$ cat src/rtl/alu_share_arbiter.sv
// Purpose : round-robin share of one external combinational ALU between two requesters.
// Latency : accept in cycle 0 -> response valid in cycle 2; at most one operation in flight.
// Backpressure: no new grant until the owner takes its response; result held stable meanwhile.
module alu_share_arbiter #(
    parameter int NB_BITS = 32,
    parameter int NB_OPE  = 4
) (
    input  logic               i_clk,
    input  logic               i_rst_n,
    // requester 0
    input  logic               i_req0_valid,
    input  logic [NB_BITS-1:0] i_req0_a,
    input  logic [NB_BITS-1:0] i_req0_b,
    input  logic [NB_OPE-1:0]  i_req0_ope,
    output logic               o_req0_ready,
    // requester 1
    input  logic               i_req1_valid,
    input  logic [NB_BITS-1:0] i_req1_a,
    input  logic [NB_BITS-1:0] i_req1_b,
    input  logic [NB_OPE-1:0]  i_req1_ope,
    output logic               o_req1_ready,
    // shared ALU
    output logic [NB_BITS-1:0] o_alu_a,
    output logic [NB_BITS-1:0] o_alu_b,
    output logic [NB_OPE-1:0]  o_alu_ope,
    input  logic [NB_BITS-1:0] i_alu_result,
    input  logic               i_alu_zero,
    // responses
    output logic               o_rsp0_valid,
    output logic               o_rsp1_valid,
    input  logic               i_rsp0_ready,
    input  logic               i_rsp1_ready,
    output logic [NB_BITS-1:0] o_rsp_data,
    output logic               o_rsp_zero,
    output logic               o_busy
);

    typedef enum logic [1:0] {
        ST_IDLE = 2'd0,
        ST_EXEC = 2'd1,
        ST_RESP = 2'd2
    } state_t;

    // One operation as presented to the ALU.
    typedef struct packed {
        logic [NB_BITS-1:0] a;
        logic [NB_BITS-1:0] b;
        logic [NB_OPE-1:0]  ope;
    } op_t;

    state_t             state_q, state_d;
    logic               ptr_q, ptr_d;       // 0: req0 has priority on a tie, 1: req1
    logic               owner_q, owner_d;   // requester whose op is in flight
    op_t                op_q, op_d;         // registered ALU inputs
    logic [NB_BITS-1:0] rsp_data_q, rsp_data_d;
    logic               rsp_zero_q, rsp_zero_d;

    op_t                req0_op;
    op_t                req1_op;
    logic               any_req;
    logic               win_sel;            // 0: req0 wins, 1: req1 wins
    logic               owner_rsp_rdy;
    logic               req0_ready_c;
    logic               req1_ready_c;

    assign req0_op = '{a: i_req0_a, b: i_req0_b, ope: i_req0_ope};
    assign req1_op = '{a: i_req1_a, b: i_req1_b, ope: i_req1_ope};

    // Winner selection: a lone requester always wins, the pointer only breaks ties.
    always_comb begin
        any_req = i_req0_valid | i_req1_valid;
        win_sel = 1'b0;
        if (i_req0_valid && i_req1_valid) begin
            win_sel = ptr_q;
        end else if (i_req1_valid) begin
            win_sel = 1'b1;
        end
        owner_rsp_rdy = owner_q ? i_rsp1_ready : i_rsp0_ready;
    end

    // Next-state and grant logic for the IDLE -> EXEC -> RESP cycle.
    always_comb begin
        state_d      = state_q;
        ptr_d        = ptr_q;
        owner_d      = owner_q;
        op_d         = op_q;
        rsp_data_d   = rsp_data_q;
        rsp_zero_d   = rsp_zero_q;
        req0_ready_c = 1'b0;
        req1_ready_c = 1'b0;
        case (state_q)
            ST_IDLE: begin
                if (any_req) begin
                    req0_ready_c = ~win_sel;
                    req1_ready_c = win_sel;
                    owner_d      = win_sel;
                    op_d         = win_sel ? req1_op : req0_op;
                    state_d      = ST_EXEC;
                end
            end
            ST_EXEC: begin
                // ALU has had a full cycle on the registered operands.
                rsp_data_d = i_alu_result;
                rsp_zero_d = i_alu_zero;
                state_d    = ST_RESP;
            end
            ST_RESP: begin
                // Only the owner's ready completes the handshake; priority then
                // passes to the other requester.
                if (owner_rsp_rdy) begin
                    ptr_d   = ~owner_q;
                    state_d = ST_IDLE;
                end
            end
            default: begin
                state_d = ST_IDLE;
            end
        endcase
    end

    // State, pointer, ALU operand and result registers.
    always_ff @(posedge i_clk or negedge i_rst_n) begin
        if (!i_rst_n) begin
            state_q    <= ST_IDLE;
            ptr_q      <= 1'b0;
            owner_q    <= 1'b0;
            op_q       <= '0;
            rsp_data_q <= '0;
            rsp_zero_q <= 1'b0;
        end else begin
            state_q    <= state_d;
            ptr_q      <= ptr_d;
            owner_q    <= owner_d;
            op_q       <= op_d;
            rsp_data_q <= rsp_data_d;
            rsp_zero_q <= rsp_zero_d;
        end
    end

    // Grants are combinational; masking with reset keeps them low while reset is held
    // even if a requester is already presenting valid.
    assign o_req0_ready = req0_ready_c & i_rst_n;
    assign o_req1_ready = req1_ready_c & i_rst_n;

    assign o_alu_a      = op_q.a;
    assign o_alu_b      = op_q.b;
    assign o_alu_ope    = op_q.ope;

    assign o_rsp0_valid = (state_q == ST_RESP) && !owner_q;
    assign o_rsp1_valid = (state_q == ST_RESP) &&  owner_q;
    assign o_rsp_data   = rsp_data_q;
    assign o_rsp_zero   = rsp_zero_q;
    assign o_busy       = (state_q != ST_IDLE);

endmodule
$ cat config.mk
export PLATFORM = sky130hd
export DESIGN_NAME = alu_share_arbiter
export DESIGN_NICKNAME = d
export VERILOG_FILES = /design/src/rtl/alu_share_arbiter.sv
export SDC_FILE = /design/constraint.sdc
export NUM_CORES = 1
export LEC_CHECK = 0
export CAP_MARGIN = 40
export CORE_MARGIN = 1
export CORE_UTILIZATION = 35
export CTS_BUF_LIST = sky130_fd_sc_hd__clkbuf_8
export DETAILED_ROUTE_END_ITERATION = 12
export PLACE_DENSITY = 0.77
export SYNTH_ARGS = -nofsm -noshare
export SYNTH_HDL_FRONTEND = slang
export SYNTH_SLANG_ARGS = --single-unit
$ cat constraint.sdc
create_clock -name i_clk -period 1.7 [get_ports i_clk]
set_input_delay 0.34 -clock i_clk [delete_from_list [all_inputs] [get_ports i_clk]]
set_output_delay 0.34 -clock i_clk [all_outputs]
set_load 0.02 [all_outputs]
; Word-level counts from Yosys, hierarchy flattened
; Cells that the tools add are included.
[totals]
reg_bits = 105
in_bits = 175
output_inout_bits = 106
wordCells = 37
[op_classes]
n_eq_ne = 4
n_mux = 11
n_bitwise = 5
n_reduce_logical = 9
[op_table]
columns = cell, count
row1 = $mux 68, 1
row2 = $mux 1, 7
row3 = $pmux 2 s3, 1
row4 = $reduce_and 2->1, 3
row5 = $mux 2, 2
row6 = $ne 2x2->1 const B, 2
row7 = $logic_and 1x1->1, 3
row8 = $and 1x1->1, 2
row9 = $eq 2x1->1 const B, 1
row10 = $eq 2x2->1 const B, 1
row11 = $logic_not 2->1, 1
row12 = $not 1->1, 2
row13 = $reduce_bool 2->1, 1
row14 = $logic_not 1->1, 1
row15 = $or 1x1->1, 1

; Depth between registers and ports, before layout
; Gate-level depths: netlist (run 1).
[depth]
ltp_word = 6
mapped_depth = 6
ltp_nobuf = 4

; Worst setup path before layout (run 1)
; OpenSTA, ideal clock, no wires.
[synth_path]
path_type = reg2out
from = register state_q[1]
to = output o_req1_ready
arrival_ps = 1481
t_required_ps = 1360
setup_slack_ps = -121
stages_incl_launch_ff = 6
n_path_buf = 1
cell_sequence = dfrtp_1 > nor2_2 > inv_1 > nor3_2 > buf_2 > and2_1
[synth_between]
elab_chain_cells = 3
[synth_lines]
columns = element, line_no
row1 = "start, declared", 51  ; state_t state_q, state_d;
row2 = "start signal, assigned", 131  ; state_q <= state_d;
row3 = $logic_not 2->1, 91  ; case (state_q)
row4 = $mux 1, 91
row5 = $and 1x1->1, 143  ; assign o_req1_ready = req1_ready_c & i_rst_n;
row6 = "end, declared", 21  ; output logic o_req1_ready,
; Every way passes these cells.

; Final worst setup path (run 1)
; Same ends and word-level chain as after synthesis.

==> results of run 1 <==
-- critical path: stages (launching register included) --
cell	delay, ps
dfrtp_1	430
nor2_4	140
buf_6	110
inv_4	30
nor3_4	120
and2_4	160
buf_6	110
-- report_power, final --
group / total (W) / internal (W) / switching, W / leakage (nW)
Clock: 0.00149 / 0.000565 / 0.000929 / 0.0927
Combinational: 0.00784 / 0.00378 / 0.00406 / 2.35
Sequential: 0.00441 / 0.00377 / 0.000645 / 1.24
Total: 0.0137 / 0.00811 / 0.00563 / 3.68
-- worst max path at each step --
stage,start,depth (start not counted),to,slack [ps]
2_1_floorplan,state_q[1],5,o_req1_ready,7
3_3_place_gp,i_req1_valid,5,o_req0_ready,-660
5_1_grt,state_q[1],6,o_req1_ready,-200
6_report,state_q[1],6,o_req1_ready,-110
4_1_cts,state_q[0],6,o_req1_ready,-180
3_5_place_dp,i_req1_valid,5,o_req0_ready,-650
-- cell type report --
| class | count | area, µm² | share of cell area, % |
|---|---|---|---|
| Clock buffer | 9 | 124 | 1.55 |
| Inverter | 5 | 21.3 | 0.267 |
| Clock inverter | 7 | 62.6 | 0.785 |
| Sequential cell | 105 | 2630 | 33.0 |
| Tap cell | 172 | 215 | 2.70 |
| Multi-Input combinational cell | 229 | 1810 | 22.6 |
| Timing Repair Buffer | 307 | 3120 | 39.1 |
-- per-layer routing --
layer	up-vias	track usage, %	routed length [µm]
met1	2121	25.4	5890
li1	2008	-	-
met4	0	10.5	398
met2	234	38.2	7770
met3	31	5.29	1390
met5	-	0	0
-- logic make-up after synthesis --
kind of cell / count (synthesis) / synth area share [%]
multiplexers: 33 / 8.11
AO/OA/AOI/OAI: 163 / 26.4
buffers and inverters: 44 / 4.26
flip-flops: 105 / 57.3
AND/OR/NAND/NOR: 33 / 3.88
-- timing repair --
item / CTS / global route
setup endpoints to repair: 137 / 89
pin swaps: 4 / 3
resized for setup: 92 / 46
buffers inserted: 2 / 2
endpoints found under the hold margin: 0 / 0
hold buffers: 0 / 0
gates cloned: 1 / 1
-- sequential cells by signal, summed over array words and instances (netlist names) --
register	flops
o_alu_a	32
o_alu_b	32
o_alu_ope	4
o_rsp_data	32
o_rsp_zero	1
owner_q	1
ptr_q	1
state_q	2
-- stage by stage --
stage / TNS [ps] / utilization, % / cells / total power (W)
6_report: -225 / 62.9 / 834 / 0.0137
5_1_grt: -478 / 62.9 / 834 / 0.0145
4_1_cts: -326 / 61.6 / 831 / 0.0137
3_5_place_dp: -34830 / 60.4 / 812 / 0.0127
3_3_place_gp: -32560 / 60.4 / 812 / 0.0125
2_1_floorplan: 0 / - / 378 / 0.00869
-- layout by cell type (no fill, tap or decap), types with 2 or more instances in the layout --
master	count
inv_1	4
buf_4	18
clkinv_4	2
dlygate4sd2_1	66
mux2_2	33
nand3_1	20
and2_4	2
a21boi_0	48
nand2b_1	2
nor2_4	2
dlymetal6s2s_1	38
o21ai_0	23
clkbuf_8	9
dfrtp_1	105
a221o_1	48
a31oi_1	21
buf_6	7
inv_6	3
a21oi_1	21
buf_12	4
clkdlybuf4s50_1	171
==> impl_metrics.py, run 1 <==
metrics = {
    "timing": {
        "rsz0062_at_grt": "true",
        "fin_ws_ps": -112,
        "tightest_slew_ps": 569,
        "fmax_mhz": 552,
        "max-slew-margin-rel_pct": 62.1,
        "period_needed_ps": 1810,
        "fin_hold_ws_ps": 37.0,
        "slew_viol_final": 0,
        "period_share_pct": 107,
        "setup_violations": 3,
        "finalHoldViolCount": 0,
        "finalClockSkew_ps": 10.9,
    },
    "setup_path": {
        "worst_ep_arrival_time_ps": 1470,
        "critPathKind": "register to output port",
        "rr_worst_depth": 6,
        "worstPathRequired_ps": 1360,
        "cp-end-kind": "output port",
        "timing.rr.start": "ptr_q",
        "startpoint_type": "register",
        "crit_fanout": 2,
        "timing.rr.end": "o_alu_a[25]",
        "r2r_setup_slack_ps": 90,
    },
    "yosys": {
        "postSynth.asyncResetShare_pct": 100,
        "synth_edf_count": 0,
        "syn-cell-area_um2": 4580,
        "synthCells": 378,
        "synth.yosys.seq_area_share_pct": 57.3,
        "synth_warnings": 0,
        "yosysMostFrequentCell": "dfrtp_1",
        "synth_nets": 553,
        "ys_ff_latch": 105,
        "synthTopCellsByArea": "dfrtp_1, a221o_1, mux2_2, a21boi_0, a31oi_1",
        "synth_commonest_cells": "dfrtp_1, a21boi_0, a221o_1, mux2_2, clkbuf_1",
        "yosysTopAreaCell": "dfrtp_1",
        "synth-main-ff-cell": "dfrtp_1",
        "avgSynthCellArea_um2": 12.1,
        "synth_top_area_share_pct": 57.3,
        "synth_cell_types": 23,
    },
    "detailed_routing": {
        "postRouteAntennaNets": 0,
        "routed_wl_mm": 15.5,
        "wl_per_cell_um": 18.5,
        "dr_total_vias": 4394,
        "drt_iter0_drc": 247,
        "drc_errors": 0,
        "via_per_inst": 5.27,
        "first_pass_iters": 4,
    },
    "placed_design": {
        "placed_area_um2": 7650,
        "port_buffers": 280,
        "dp_slack_ps": -653,
        "routabilityCongestion": 0.813,
        "dp_hpwl_mm": 10.5,
    },
    "power": {
        "powerDensity_nw_per_um2": 1720,
        "leakagePower_nw": 3.68,
        "ir_worst_vdd_uv": 761,
    },
    "floorplanning": {
        "fp.coreArea_um2": 12700,
        "rows": 41,
        "pin_count": 281,
        "dieArea_um2": 13600,
        "dieHeight_um": 116,
        "fp.dieW_um": 116,
        "start_util_pct": 36.2,
    },
    "global_routing": {
        "gr-usage-all-layers_pct": 22.0,
        "grt_pass1_vias": 4584,
        "grt_max_degree": 106,
        "grt-ovfl-total": 0,
        "antenna_found_initial": 0,
        "grt_pass1_wl_mm": 22.7,
    },
    "finish": {
        "final_area_um2": 7970,
        "n_antenna_cell": 0,
        "area_growth_pct": 74.0,
        "nets": 832,
        "drive_gt1_share_pct": 13.7,
        "fill_cells": 1042,
    },
    "run_status": {
        "violations": "negative setup slack",
        "status": "finished, violations left",
    },
    "clock_network": {
        "clk_pin_slew_ps": 110,
        "clk_latency_ps": 360,
        "root_buffer": "clkbuf_8",
        "cts_tree": "done",
        "htree_levels": 3,
        "numCtsBuffers": 9,
        "clock_sinks": 105,
        "cts_buffer_depth": 2,
    },
    "flow_run": {
        "cap_violations": 0,
    },
    "worst_hold_path": {
        "hp-class": "primary input to asynchronous set/reset pin",
    },
}
No activity file was read; power rests on OpenSTA's default activity.
==> inputs of run 2 (changes only) <==
--- a/config.mk
+++ b/config.mk
@@ -6,6 +6,7 @@
 export NUM_CORES = 1
 export LEC_CHECK = 0
 export CAP_MARGIN = 40
+export CORE_ASPECT_RATIO = 2
 export CORE_MARGIN = 1
 export CORE_UTILIZATION = 35
 export CTS_BUF_LIST = sky130_fd_sc_hd__clkbuf_8
==> impl_metrics.py, run 2 (synthesis results as in run 1) <==
metrics = {
    "detailed_routing": {
        "wl_met1_mm": 5.40,
        "drt_iter0_drc": 174,
        "dr.max_layer_used": "met4",
        "via_per_inst": 5.45,
        "dr_wl_met2_mm": 8.88,
        "dr_total_vias": 4388,
        "routed_wl_mm": 16.0,
        "drc_errors": 0,
        "postRouteAntennaNets": 0,
        "met3_length_mm": 1.05,
        "first_pass_iters": 4,
        "wl_per_cell_um": 19.9,
    },
    "clock_network": {
        "root_buffer": "clkbuf_8",
        "clk_latency_ps": 380,
        "clock_sinks": 105,
        "numCtsBuffers": 9,
        "cts_tree": "done",
        "htree_levels": 3,
        "cts_buffer_depth": 2,
        "clk_pin_slew_ps": 100,
    },
    "timing": {
        "slew_viol_final": 0,
        "period_needed_ps": 1790,
        "finalClockSkew_ps": 15.2,
        "max-slew-margin-rel_pct": 62.2,
        "fin_ws_ps": -85.4,
        "period_share_pct": 105,
        "fmax_mhz": 560,
        "finalHoldViolCount": 0,
        "tightest_slew_ps": 567,
        "setup_violations": 2,
        "rsz0062_at_grt": "true",
    },
    "setup_path": {
        "worst_ep_arrival_time_ps": 1450,
        "startpoint_type": "register",
        "worstPathRequired_ps": 1360,
        "crit_chain": "nor2_4, buf_6, o211a_4, and2_4, buf_6",
        "critPathKind": "register to output port",
        "crit_path_max_incr_delay_ps": 420,
        "path_delay_family": "flip-flops",
        "crit_fanout": 3,
        "crit_path_top_delay_cell": "dfrtp_1",
        "critPathBufInv": 2,
        "cp-end-kind": "output port",
        "critPathMostFrequentCell": "buf_6",
        "path_depth": 5,
        "rr_worst_depth": 5,
    },
    "global_routing": {
        "grt_pass1_wl_mm": 25.1,
        "antenna_found_initial": 0,
        "grt_max_degree": 103,
        "grt_pass1_vias": 4670,
        "gr-usage-all-layers_pct": 23.6,
        "grt-ovfl-total": 0,
    },
    "placed_design": {
        "routabilityCongestion": 0.858,
        "port_buffers": 280,
        "dp_cells": 787,
        "dp_hpwl_mm": 11.7,
    },
    "floorplanning": {
        "rows": 58,
        "start_util_pct": 36.1,
        "fp.dieW_um": 82.9,
        "dieArea_um2": 13600,
        "pin_count": 281,
        "fp.coreArea_um2": 12700,
        "dieHeight_um": 164,
    },
    "finish": {
        "utilization_pct": 61.3,
        "drive_gt1_share_pct": 12.8,
        "area_growth_pct": 70.0,
        "n_antenna_cell": 0,
        "final_cell_mix": "clkdlybuf4s50_1, dfrtp_1, dlygate4sd2_1",
        "final_common_cell": "clkdlybuf4s50_1",
        "instances_no_fill": 805,
        "nets": 825,
    },
    "power": {
        "powerDensity_nw_per_um2": 1740,
        "p_sw_share_pct": 41.4,
        "ir_worst_vdd_uv": 870,
        "leakagePower_nw": 3.44,
        "seq_power_share_pct": 32.3,
        "p_int_w": 0.00795,
        "p_comb_share_pct": 55.6,
        "clkPwrFrac_pct": 12.1,
        "switchingPower_w": 0.00562,
    },
    "worst_hold_path": {
        "hp-class": "primary input to asynchronous set/reset pin",
    },
    "run_status": {
        "status": "finished, violations left",
        "violations": "negative setup slack",
    },
    "flow_run": {
        "cap_violations": 0,
    },
}
-- run 2: power by group through the flow --
stage | Sequential [W] | Clock (W) | Combinational, W
2_1_floorplan | 0.00594 | 0 | 0.00276
3_3_place_gp | 0.00442 | 0 | 0.00804
3_5_place_dp | 0.00446 | 0 | 0.00824
4_1_cts | 0.00440 | 0.00169 | 0.00758
5_1_grt | 0.00457 | 0.00177 | 0.00803
6_report | 0.00439 | 0.00164 | 0.00755
-- run 2: path summary, 6_finish.rpt --
kind,to,startpoint,slack [ps]
min in group i_clk,o_rsp_data[1],o_rsp_data[1],510
worst min-delay path,owner_q,i_rst_n,490
max in group asynchronous,o_alu_b[3],i_rst_n,600
worst min register to register,o_rsp_data[1],o_rsp_data[1],510
worst max register to register,o_alu_b[15],state_q[1],90
worst max-delay path,o_req0_ready,state_q[1],-90
-- run 2: worst register-to-register path, stage by stage, from the launching register on --
cell     delay (ps)
dfrtp_1         420
nor2_4          150
buf_6           130
o211a_4         140
buf_4           440
a221o_1         270
-- run 2: what timing repair did --
action | CTS | global route
hold buffers | 1 | 0
pin swaps | 4 | 2
gates resized for setup | 119 | 21
endpoints found under the setup margin | 160 | 43
endpoints found under the hold margin | 3 | 0
setup buffers | 1 | 0
gates cloned | 0 | 0
-- run 2: per-stage QoR --
step / setup TNS [ps] / instance area (µm²) / hold WS [ps] / setup slack (ps) / total power, W
5_1_grt: -345 / 7790 / 487 / -175 / 0.0144
4_1_cts: -247 / 7730 / 464 / -121 / 0.0137
3_5_place_dp: -33400 / 7590 / 293 / -763 / 0.0127
2_1_floorplan: 0 / 4590 / 44.4 / 6.78 / 0.00869
3_3_place_gp: -30500 / 7590 / 287 / -758 / 0.0125
6_report: -143 / 7790 / 487 / -85.4 / 0.0136
-- run 2: layout make-up --
type / instances / area, µm²
fillers: 1104 / 4910
repair buffers: 300 / 2940
flip-flops and latches: 105 / 2630
multi-input cells: 229 / 1810
well taps: 150 / 188
clock buffers: 9 / 124
clock inverters: 7 / 83.8
inverters: 5 / 18.8
-- run 2: per-layer routing --
layer	global-route usage [%]	vias up
li1	-	1982
met1	25.3	2139
met2	43.0	225
met3	5.43	42
met4	12.1	0
met5	0	-
